[src/rtl/muldiv_unit.sv]
`default_nettype none
// ============================================================================
// Module   : muldiv_unit
// Purpose  : Iterative multiply/divide unit with HI/LO result registers.
//            Shift-add multiply and restoring divide, one bit per cycle,
//            followed by a single sign-fixup cycle.
// Revision : 1.0  initial release
// ============================================================================
module muldiv_unit #(
   parameter int WIDTH = 32
) (
   input  logic             clk,
   input  logic             clrn,
   input  logic [WIDTH-1:0] opa,
   input  logic [WIDTH-1:0] opb,
   input  logic             start,
   input  logic [1:0]       op,
   input  logic [WIDTH-1:0] win,
   input  logic             hi_wen,
   input  logic             lo_wen,
   output logic [WIDTH-1:0] hi,
   output logic [WIDTH-1:0] lo,
   output logic             busy,
   output logic             done
);

   localparam int CW = (WIDTH > 1) ? $clog2(WIDTH) : 1;
   localparam logic [CW-1:0] LAST = CW'(WIDTH - 1);

   typedef enum logic [1:0] {
      S_IDLE = 2'd0,
      S_CALC = 2'd1,
      S_FIX  = 2'd2
   } state_t;

   state_t           state;
   logic [CW-1:0]    cnt;
   logic             is_div;
   logic             neg_q;       // product / quotient must be negated
   logic             neg_r;       // remainder must be negated
   logic             div_zero;
   logic [WIDTH-1:0] opa_orig;    // raw dividend, returned in HI on divide-by-zero
   logic [WIDTH-1:0] mag_op;      // multiplicand (mult) or divisor (div) magnitude
   logic [WIDTH-1:0] acc;         // product upper half / partial remainder
   logic [WIDTH-1:0] lsr;         // multiplier bits / dividend->quotient bits

   // Operand magnitudes and signs at launch
   logic             signed_op;
   logic             a_neg;
   logic             b_neg;
   logic [WIDTH-1:0] abs_a;
   logic [WIDTH-1:0] abs_b;

   assign signed_op = ~op[0];
   assign a_neg     = signed_op & opa[WIDTH-1];
   assign b_neg     = signed_op & opb[WIDTH-1];
   assign abs_a     = a_neg ? (~opa + 1'b1) : opa;
   assign abs_b     = b_neg ? (~opb + 1'b1) : opb;

   // One shift-add step: the carry out of the add lands in the top bit
   // of the right-shifted product.
   logic [WIDTH-1:0] addend;
   logic [WIDTH:0]   msum;

   assign addend = lsr[0] ? mag_op : '0;
   assign msum   = {1'b0, acc} + {1'b0, addend};

   // One restoring-divide step. The shifted remainder is always below twice
   // the divisor, so bit WIDTH of the difference is a reliable borrow flag.
   logic [WIDTH:0] dshift;
   logic [WIDTH:0] ddiff;

   assign dshift = {acc, lsr[WIDTH-1]};
   assign ddiff  = dshift - {1'b0, mag_op};

   // Sign fixup of the finished magnitudes
   logic [2*WIDTH-1:0] prod;
   logic [2*WIDTH-1:0] prod_s;
   logic [WIDTH-1:0]   quo_s;
   logic [WIDTH-1:0]   rem_s;

   assign prod   = {acc, lsr};
   assign prod_s = neg_q ? (~prod + 1'b1) : prod;
   assign quo_s  = neg_q ? (~lsr + 1'b1) : lsr;
   assign rem_s  = neg_r ? (~acc + 1'b1) : acc;

   // Control FSM, datapath iteration and HI/LO/busy/done registers
   always_ff @(posedge clk or negedge clrn) begin
      if (!clrn) begin
         state    <= S_IDLE;
         cnt      <= '0;
         is_div   <= 1'b0;
         neg_q    <= 1'b0;
         neg_r    <= 1'b0;
         div_zero <= 1'b0;
         opa_orig <= '0;
         mag_op   <= '0;
         acc      <= '0;
         lsr      <= '0;
         hi       <= '0;
         lo       <= '0;
         busy     <= 1'b0;
         done     <= 1'b0;
      end else begin
         done <= 1'b0;
         case (state)
            S_IDLE: begin
               if (hi_wen) hi <= win;
               if (lo_wen) lo <= win;
               if (start) begin
                  state    <= S_CALC;
                  busy     <= 1'b1;
                  cnt      <= '0;
                  is_div   <= op[1];
                  neg_q    <= a_neg ^ b_neg;
                  neg_r    <= a_neg;
                  div_zero <= op[1] & (opb == '0);
                  opa_orig <= opa;
                  mag_op   <= op[1] ? abs_b : abs_a;
                  lsr      <= op[1] ? abs_a : abs_b;
                  acc      <= '0;
               end
            end
            S_CALC: begin
               cnt <= cnt + 1'b1;
               if (is_div) begin
                  if (!ddiff[WIDTH]) begin
                     acc <= ddiff[WIDTH-1:0];
                     lsr <= {lsr[WIDTH-2:0], 1'b1};
                  end else begin
                     acc <= dshift[WIDTH-1:0];
                     lsr <= {lsr[WIDTH-2:0], 1'b0};
                  end
               end else begin
                  acc <= msum[WIDTH:1];
                  lsr <= {msum[0], lsr[WIDTH-1:1]};
               end
               if (cnt == LAST) state <= S_FIX;
            end
            S_FIX: begin
               if (!is_div) begin
                  hi <= prod_s[2*WIDTH-1:WIDTH];
                  lo <= prod_s[WIDTH-1:0];
               end else if (div_zero) begin
                  hi <= opa_orig;
                  lo <= '1;
               end else begin
                  hi <= rem_s;
                  lo <= quo_s;
               end
               busy  <= 1'b0;
               done  <= 1'b1;
               state <= S_IDLE;
            end
            default: state <= S_IDLE;
         endcase
      end
   end

endmodule
`default_nettype wire

[config.mk]
export PLATFORM = sky130hd
export DESIGN_NAME = muldiv_unit
export DESIGN_NICKNAME = d
export VERILOG_FILES = /design/src/rtl/muldiv_unit.sv
export SDC_FILE = /design/constraint.sdc
export NUM_CORES = 1
export LEC_CHECK = 0
export CORE_MARGIN = 2
export CORE_UTILIZATION = 30
export CTS_CLUSTER_DIAMETER = 200
export DETAILED_ROUTE_END_ITERATION = 8
export PLACE_DENSITY = 0.53
export SETUP_SLACK_MARGIN = 0.15
export SYNTH_ARGS = -nofsm -noshare
export SYNTH_HDL_FRONTEND = slang
export SYNTH_SLANG_ARGS = --single-unit
[constraint.sdc]
create_clock -name clk -period 3.23 [get_ports clk]
set_input_delay 0.323 -clock clk [delete_from_list [all_inputs] [get_ports clk]]
set_output_delay 0.323 -clock clk [all_outputs]
set_load 0.05 [all_outputs]
## Word level (Yosys, flattened, before mapping)

Cells that the tools add are included.

| storage, ports and cells | value |
|---|---|
| flip-flop bits (word level) | 205 |
| output and inout bits | 66 |
| input bits | 103 |
| word-level logic and storage cells | 81 |

| cells by class | value |
|---|---|
| bitwise operators | 10 |
| equality and inequality tests | 7 |
| multiplexer cells | 32 |
| $add $sub $neg | 8 |
| reduce and logical (&&, ||, !) cells | 10 |

Operators with widths:

| cell | count |
|---|---|
| $mux W32 | 18 |
| $pmux W32 S2 | 4 |
| $add A32 B1 Y32 const B | 4 |
| $not A32 Y32 | 4 |
| $add A64 B1 Y64 const B | 1 |
| $mux W64 | 1 |
| $not A64 Y64 | 1 |
| $add A32 B32 Y33 | 1 |
| $sub A33 B32 Y33 | 1 |
| $logic_not A32 Y1 | 1 |
| $reduce_and A2 Y1 | 6 |
| $pmux W5 S2 | 1 |
| $ne A2 B2 Y1 const B | 4 |
| $add A5 B1 Y5 const B | 1 |
| $eq A5 B5 Y1 const B | 1 |
| $mux W5 | 1 |
| $mux W2 | 2 |
| $pmux W2 S2 | 1 |
| $reduce_bool A2 Y1 | 2 |
| $and A1 B1 Y1 | 3 |
| $mux W1 | 3 |
| $eq A2 B1 Y1 const B | 1 |
| $eq A2 B2 Y1 const B | 1 |
| $logic_not A2 Y1 | 1 |
| other kinds (3) | 3 |

## Depth between registers and ports, before layout

Gate-level depths: netlist of run 1.

| depth | value |
|---|---|
| depth in word-level cells | 6 |
| gate-level depth with buffers | 14 |
| gate-level depth less buffers | 13 |

## Worst setup path after synthesis of run 1

No wires, ideal clock.

| timing | value |
|---|---|
| kind | reg-to-reg |
| start point | register lsr[14] |
| end point | register hi[29] |
| cell stages (with the launch flop) | 12 |
| slack | -85 ps |
| path buffers | 2 |
| required time | 3153 ps |
| library setup time | 77 ps |
| data arrival time | 3238 ps |
| clock period less this slack | 3315 ps |
| path through | dfrtp_1 > buf_6 > or4_4 > or4_4 > or4b_4 > or3_1 > buf_2 > or3_4 > o21ai_2 > xnor2_1 > o221ai_2 > o21ai_1 |

| on the way | value |
|---|---|
| word-level cells in the longest chain between the ends | 5 |

Ends and longest elaborated chain:

| item | line | source |
|---|---|---|
| start: declaration | 45 | `logic [WIDTH-1:0] lsr;` |
| start signal: assignment | 120 | `lsr <= op[1] ? abs_a : abs_b;` |
| start signal: assignment | 129 | `lsr <= {lsr[WIDTH-2:0], 1'b1};` |
| start signal: assignment | 132 | `lsr <= {lsr[WIDTH-2:0], 1'b0};` |
| $not A64 Y64 | 83 | `assign prod_s = neg_q ? (~prod + 1'b1) : prod;` |
| $add A64 B1 Y64 | 83 |  |
| $mux W64 | 83 |  |
| $mux W32 | 141 | `if (!is_div) begin` |
| $pmux W32 S2 | 106 | `case (state)` |
| end signal: assignment | 108 | `if (hi_wen) hi <= win;` |
| end signal: assignment | 142 | `hi <= prod_s[2*WIDTH-1:WIDTH];` |
| end signal: assignment | 145 | `hi <= opa_orig;` |
| end: declaration | 21 | `output logic [WIDTH-1:0] hi,` |

Every way passes these cells.
A chain may end at the register's enable or synchronous reset.

## Worst setup path in the final report of run 1

| timing | value |
|---|---|
| start point | register lsr[16] |
| end point | register hi[3] |

The elaborated chain is that of the path after synthesis.

==> flow_summary_export.csv, run 1 <==
group,metric,value,unit
floorplanning,row_count,86,
logic_synthesis,synth_top_area_share,30.5,%
logic_synthesis,ys_seq_area_share,30.5,%
logic_synthesis,synth_nets,2369,
floorplanning,core,55200,um^2
placement,place.gp.congestion,0.964,
global_route,grt_pass1_wl,108000,um
cts,clockBufferDepth,3,
logic_synthesis,synthFlopType,"dfrtp_1",
logic_synthesis,ys_warn_count,0,
cells_and_area,final_common_cell,"nand2_1",
detailed_routing,drtPass1Iterations,5,
cells_and_area,layout.area.seq,5140,um^2
detailed_routing,final_antenna_net_count,0,
cts,path_clk_slew,0.06,ns
sta,fmaxAchievable,299,MHz
cells_and_area,final_cells,3334,
cts,clock_sinks,205,
sta,skew,0.0433,ns
sta,tightest_slew,0.988,ns
setup_path,worstPathArrival,3.78,ns
cts,root_buffer,"clkbuf_16",
setup_path,worstSetupPathType,"reg2reg",
global_route,grt_usage,24.5,%
cells_and_area,multiInputGateArea,11900,um^2
global_route,first_global_vias,17309,
setup_path,path_buf_inv,1,
sta,slew_headroom,34.2,%
floorplanning,dieWidth,241,um
logic_synthesis,synth_area_leaders,"dfrtp_1 (31%), o21ai_0 (7.7%), nand2_1 (7.3%), xnor2_1 (5.6%), a21oi_1 (5.5%)",
cts,cts_tree,"built",
cells_and_area,layout_common_cells,"nand2_1 (320), buf_4 (302), o21ai_0 (208)",
placement,placement.io_buffers,168,
detailed_routing,drt_iter0_drc,1728,
detailed_routing,routed_via_density,5.51,
sta,fin_crit,3.34,ns
pwr,p_per_area,1270,nW/um^2
sta,finalWorstSetupSlack,-0.112,ns
global_route,antenna_found_initial,1,
setup_path,path_max_fanout,5,
cells_and_area,final_util,42.7,%
setup_path,critPathLaunch,"lsr[16]$_DFFE_PN0P_",
placement,dp_cells,3230,
cells_and_area,area_growth_syn_to_layout,40.3,%
cts,clk_latency,0.59,ns
floorplanning,io_pins,169,
setup_path,required,3.67,ns
setup_path,critPathTopFamily,"simple AND/OR/NAND/NOR gates",
placement,hpwl,56900,um
floorplanning,die_y,241,um
cts,cts_htree_levels,1,
sta,rsz0062_at_grt,"true",
floorplanning,start_util,30.4,%
setup_path,crit_path_cell_trace,"or4_4, or4_4, or4b_4, or3_4, buf_6, nor2_1, nor2_1, xor2_1, o211ai_1, nand3_1",
cells_and_area,fillerInstances,5527,
logic_synthesis,synth_cell_types,75,
detailed_routing,routed_wl,73800,um
detailed_routing,routedWlPerCell,22.1,um
logic_synthesis,yosysTopAreaCell,"dfrtp_1",
cells_and_area,diodes,0,
setup_path,max_stage_delay,0.55,ns
setup_path,reg2reg_from,"lsr[16]$_DFFE_PN0P_",
pwr,total_leakage_power,9.95,nW
sta,report.final.setup_viol,3,
hold_path,hold_path_class,"in2async",
sta,timing.final.crit_share,103,%
setup_path,critPathLaunchType,"register",
run_status,violations,"negative setup slack",
sta,maxSlewViolCount,0,
setup_path,endpoint_kind,"register",
logic_synthesis,avgSynthCellArea,7.65,um^2
cts,cts_buffers,26,
pwr,ir_worst_vdd,0.551,mV
cells_and_area,final_net_count,2741,
run_status,status,"finished with violations",
detailed_routing,drc,0,
logic_synthesis,netlist_area,16800,um^2
cells_and_area,drive_gt1_share,22.5,%
sta,timing_hold_violations_final,0,
global_route,grt_max_degree,108,
logic_synthesis,synth-edff-count,0,
setup_path,worst_path_max_delay_cell,"or4_4",
global_route,grt_overflow,0,
logic_synthesis,syn-instance-count,2194,
floorplanning,dieArea,57900,um^2
logic_synthesis,async_reset_ff_share,100,%
detailed_routing,vias,18374,
job,cap_viol_max_count,0,
logic_synthesis,synth-seq-cells,205,
==> worst paths after layout <==
check                                                end  slack (ns)  cells after the start
worst max-delay path                   hi[3]$_DFFE_PN0P_       -0.11                     10
worst min-delay path                  lo[20]$_DFFE_PN0P_        0.34                      2
worst max register to register         hi[3]$_DFFE_PN0P_       -0.11                     10
worst min register to register  opa_orig[17]$_DFFE_PN0P_        0.48                      2
max in group asynchronous             lsr[0]$_DFFE_PN0P_        1.93                      3
min in group clk                       hi[1]$_DFFE_PN0P_        0.36                      3
==> cell families after synthesis <==
group                      count (synthesis)  synth area share [%]
muxes                                     51                  3.08
DFF                                      205                  30.5
buffers and inverters                    224                  5.08
AOI/OAI and AO/OA                        718                  26.0
and+or+nand+nor                          724                  19.4
xor gates and xnor gates                 200                  10.4
adders and majority gates                 72                  5.45
==> Yosys cell counts, types with 5 or more instances <==
cell,number
nand2b_1,25
a31oi_1,10
nor2b_1,11
a21o_1,29
o21a_1,7
xor2_1,93
o31ai_1,30
or2_2,9
a221oi_1,6
o21ai_0,260
dfrtp_1,205
a21oi_1,184
ha_1,70
o22ai_1,36
a22o_1,5
nand4_1,18
nor2_1,183
and3_1,11
buf_1,15
nand3_1,30
o211ai_1,22
nor4_1,19
o21bai_1,9
and2_1,9
o221ai_1,12
nor3_1,26
a211oi_1,15
mux2i_1,45
inv_1,63
xnor2_1,107
mux2_2,6
or4_1,18
clkbuf_1,139
o41ai_1,14
a22oi_1,20
or3_1,20
nand2_1,327
a222oi_1,14
==> area by class of cell <==
cell class	count	area share (%)
clock buffers	31	2.97
clock inverters	17	0.935
inverters	65	1.06
multi-input cells	1765	50.3
flip-flops and latches	205	21.8
well taps	748	3.97
repair buffers	503	19.0
==> stage by stage <==
step	hold slack (ns)	power, mW	area (um^2)	TNS [ns]	setup WS, ns
3_5_place_dp	0.460	23.4	21000	-17.02	-0.517
4_1_cts	0.349	27.6	22400	-0.542	-0.143
5_1_grt	0.390	31.8	23600	-0.908	-0.158
3_3_place_gp	0.448	23.3	21000	-14.13	-0.445
6_report	0.343	30.0	23600	-0.235	-0.112
2_1_floorplan	0.0274	16.2	16800	-0.186	-0.0848
==> flip-flops by register name (all words and copies together) (netlist names) <==
name and count:
neg_q 1, div_zero 1, opa_orig 32, done 1, neg_r 1, cnt 5
mag_op 32, lsr 32, busy 1, acc 32, state 2, hi 32
lo 32, is_div 1
==> timing repair <==
item                                    CTS  global route
endpoints found under the setup margin   60            67
setup buffers                            18            33
cloned                                    1             3
endpoints found under the hold margin    79             0
hold buffers                              1             0
gates resized for setup                  90           184
pin swaps                                41            85
==> metal layers <==
layer  up-vias  GRT usage [%]  part of all wire (%)
li1       8578              -                     -
met1      8956           35.5                    46
met2       723           37.9                    44
met3       117           3.39                   6.7
met4         0           7.06                   3.2
met5         -              0                     0
==> where the power goes <==
group	switching [mW]	internal (mW)
Clock	1.32	1.88
Sequential	1.18	3.86
Combinational	12.4	9.38
Total	14.9	15.1
Power figures use the tool's default switching activity.
==> run 2, diff against run 1 <==
--- a/config.mk
+++ b/config.mk
@@ -6,10 +6,10 @@
 export NUM_CORES = 1
 export LEC_CHECK = 0
 export CORE_MARGIN = 2
-export CORE_UTILIZATION = 30
+export CORE_UTILIZATION = 40
 export CTS_CLUSTER_DIAMETER = 200
 export DETAILED_ROUTE_END_ITERATION = 8
-export PLACE_DENSITY = 0.53
+export PLACE_DENSITY = 0.66
 export SETUP_SLACK_MARGIN = 0.15
 export SYNTH_ARGS = -nofsm -noshare
 export SYNTH_HDL_FRONTEND = slang
==> run 2 against run 1 <==
Compared with the run above: the run still ends with negative setup slack left; total power shrank 1.6%; fmax grew 1.4%; via count grew 0.50%; critical path depth is the same; sequential power is essentially flat; register-to-register slack gained 0.05 ns; worst hold slack gained 0.044 ns; sequential share of layout area grew 0.56 points; cell count shrank 7.7%; combinational power shrank 2%; critical path type unchanged; critical endpoint is now hi[7]$_DFFE_PN0P_; largest cell class unchanged.
==> flow_summary_export.csv, run 2 (synthesis results as in run 1) <==
group,metric,value,unit
pwr,ir_worst_vdd,0.647,mV
floorplanning,dieArea,43600,um^2
cts,clockBufferDepth,3,
floorplanning,start_util,40.3,%
setup_path,required,3.66,ns
cts,cts_buffers,25,
placement,hpwl,52800,um
cells_and_area,final_common_cell,"nand2_1",
floorplanning,core,41700,um^2
global_route,grt_usage,30.6,%
sta,timing.final.crit_share,102,%
sta,finalWorstSetupSlack,-0.0647,ns
sta,tightest_slew,1.41,ns
setup_path,path_max_fanout,5,
pwr,switching_share,50.2,%
placement,pre_cts_ws,-0.384,ns
run_status,status,"finished with violations",
pwr,power_frac_comb,72.5,%
sta,timing_hold_violations_final,0,
placement,placement.io_buffers,168,
job,cap_viol_max_count,0,
run_status,violations,"negative setup slack",
global_route,grt_pass1_wl,104000,um
sta,slew_headroom,5.63,%
pwr,p_clk_share,10.5,%
pwr,p_int,14.7,mW
sta,maxSlewViolCount,0,
cells_and_area,area_growth_syn_to_layout,36.7,%
cells_and_area,multiInputGateArea,11900,um^2
detailed_routing,vias,18465,
hold_path,hold_path_class,"in2reg",
pwr,netSwitchingPower,14.8,mW
cts,clk_latency,0.56,ns
cells_and_area,final_net_count,2693,
detailed_routing,final_antenna_net_count,0,
cts,path_clk_slew,0.06,ns
floorplanning,row_count,75,
pwr,sequentialPowerShare,17.1,%
floorplanning,io_pins,169,
setup_path,worstSetupPathType,"reg2reg",
sta,report.final.setup_viol,11,
floorplanning,dieWidth,209,um
setup_path,critPathLaunchType,"register",
pwr,total_leakage_power,9.78,nW
detailed_routing,drc,0,
cts,cts_tree,"built",
global_route,first_global_vias,17605,
placement,placed_area,20500,um^2
sta,whs,0.387,ns
cells_and_area,layout_common_cells,"nand2_1 (321), buf_4 (254), dfrtp_1 (200)",
global_route,grt_max_degree,88,
floorplanning,die_y,209,um
global_route,grt_overflow,0,
sta,fmaxAchievable,304,MHz
sta,rsz0062_at_grt,"true",
detailed_routing,drt_iter0_drc,2019,
sta,fin_crit,3.29,ns
cells_and_area,layout.area.seq,5140,um^2
cells_and_area,fillerInstances,3812,
detailed_routing,routed_via_density,6.00,
cells_and_area,post-route-cell-area,23000,um^2
setup_path,endpoint_kind,"register",
detailed_routing,drtPass1Iterations,7,
pwr,p_per_area,1290,nW/um^2
global_route,antenna_found_initial,1,
cells_and_area,drive_gt1_share,21.2,%
sta,setup_tns,-0.387,ns
cells_and_area,diodes,0,
cts,root_buffer,"clkbuf_16",
sta,skew,0.0120,ns
setup_path,worstPathArrival,3.73,ns
detailed_routing,routedWlPerCell,22.7,um
placement,place.gp.congestion,0.988,
cts,clock_sinks,205,
detailed_routing,routed_wl,69800,um
setup_path,regToRegSetupSlack,-0.06,ns
cts,cts_htree_levels,1,
run 2: layout make-up:
type / count / share of cell area (%)
Multi-Input combinational cell: 1765 / 51.9
Sequential cell: 205 / 22.4
Timing Repair Buffer: 456 / 17.8
Clock buffer: 31 / 3.04
Tap cell: 539 / 2.94
Inverter: 65 / 1.06
Clock inverter: 15 / 0.845
run 2: critical path: stages (launching register included):
cell and delay [ns]:
dfrtp_1 0.39, or4_4 0.54, or4_4 0.44, or4b_4 0.54, or3_4 0.43, buf_4 0.17
buf_6 0.12, o21ai_2 0.14, nor3_1 0.07, nor4_1 0.26, o21ai_1 0.10
run 2: stage by stage:
stage	total power [mW]	instances	util [%]
2_1_floorplan	16.2	2194	-
3_3_place_gp	22.5	2988	49.3
3_5_place_dp	22.8	2988	49.3
4_1_cts	26.8	3049	52.3
5_1_grt	31.3	3076	55.1
6_report	29.5	3076	55.1
run 2: layer usage:
| layer | global-route usage (%) | vias up | share of wire (%) |
|---|---|---|---|
| met2 | 47.5 | 912 | 44 |
| met4 | 11.9 | 2 | 4.6 |
| met3 | 5.44 | 178 | 9.1 |
| met5 | 0 | - | 0.026 |
| met1 | 42.5 | 8879 | 42 |
| li1 | - | 8494 | - |
run 2: what timing repair did:
| action | in CTS | in global routing |
|---|---|---|
| pin swaps | 33 | 89 |
| endpoints found under the setup margin | 62 | 71 |
| cloned | 1 | 4 |
| hold endpoints to repair | 83 | 0 |
| resized for setup | 63 | 224 |
| setup buffers | 13 | 23 |
| hold buffers | 1 | 0 |
run 2: path summary, 6_finish.rpt:
path                                        startpoint                      to  depth (start not counted)
worst max-delay path               lsr[16]$_DFFE_PN0P_       hi[7]$_DFFE_PN0P_                         10
worst min-delay path                           win[22]      hi[22]$_DFFE_PN0P_                          3
worst max register to register     lsr[16]$_DFFE_PN0P_       hi[7]$_DFFE_PN0P_                         10
worst min register to register  mag_op[13]$_DFFE_PN0P_  mag_op[13]$_DFFE_PN0P_                          2
max in group asynchronous                         clrn      hi[23]$_DFFE_PN0P_                          4
min in group asynchronous                         clrn      lo[15]$_DFFE_PN0P_                          2
run 2: power groups by stage:
stage	registers, mW	logic [mW]	clock network, mW
after global placement	4.92	17.6	0
after detailed placement	4.97	17.8	0
final	5.04	21.4	3.09
after CTS	4.94	18.7	3.11
after floorplan	6.00	10.2	0
after global routing	5.17	22.9	3.21
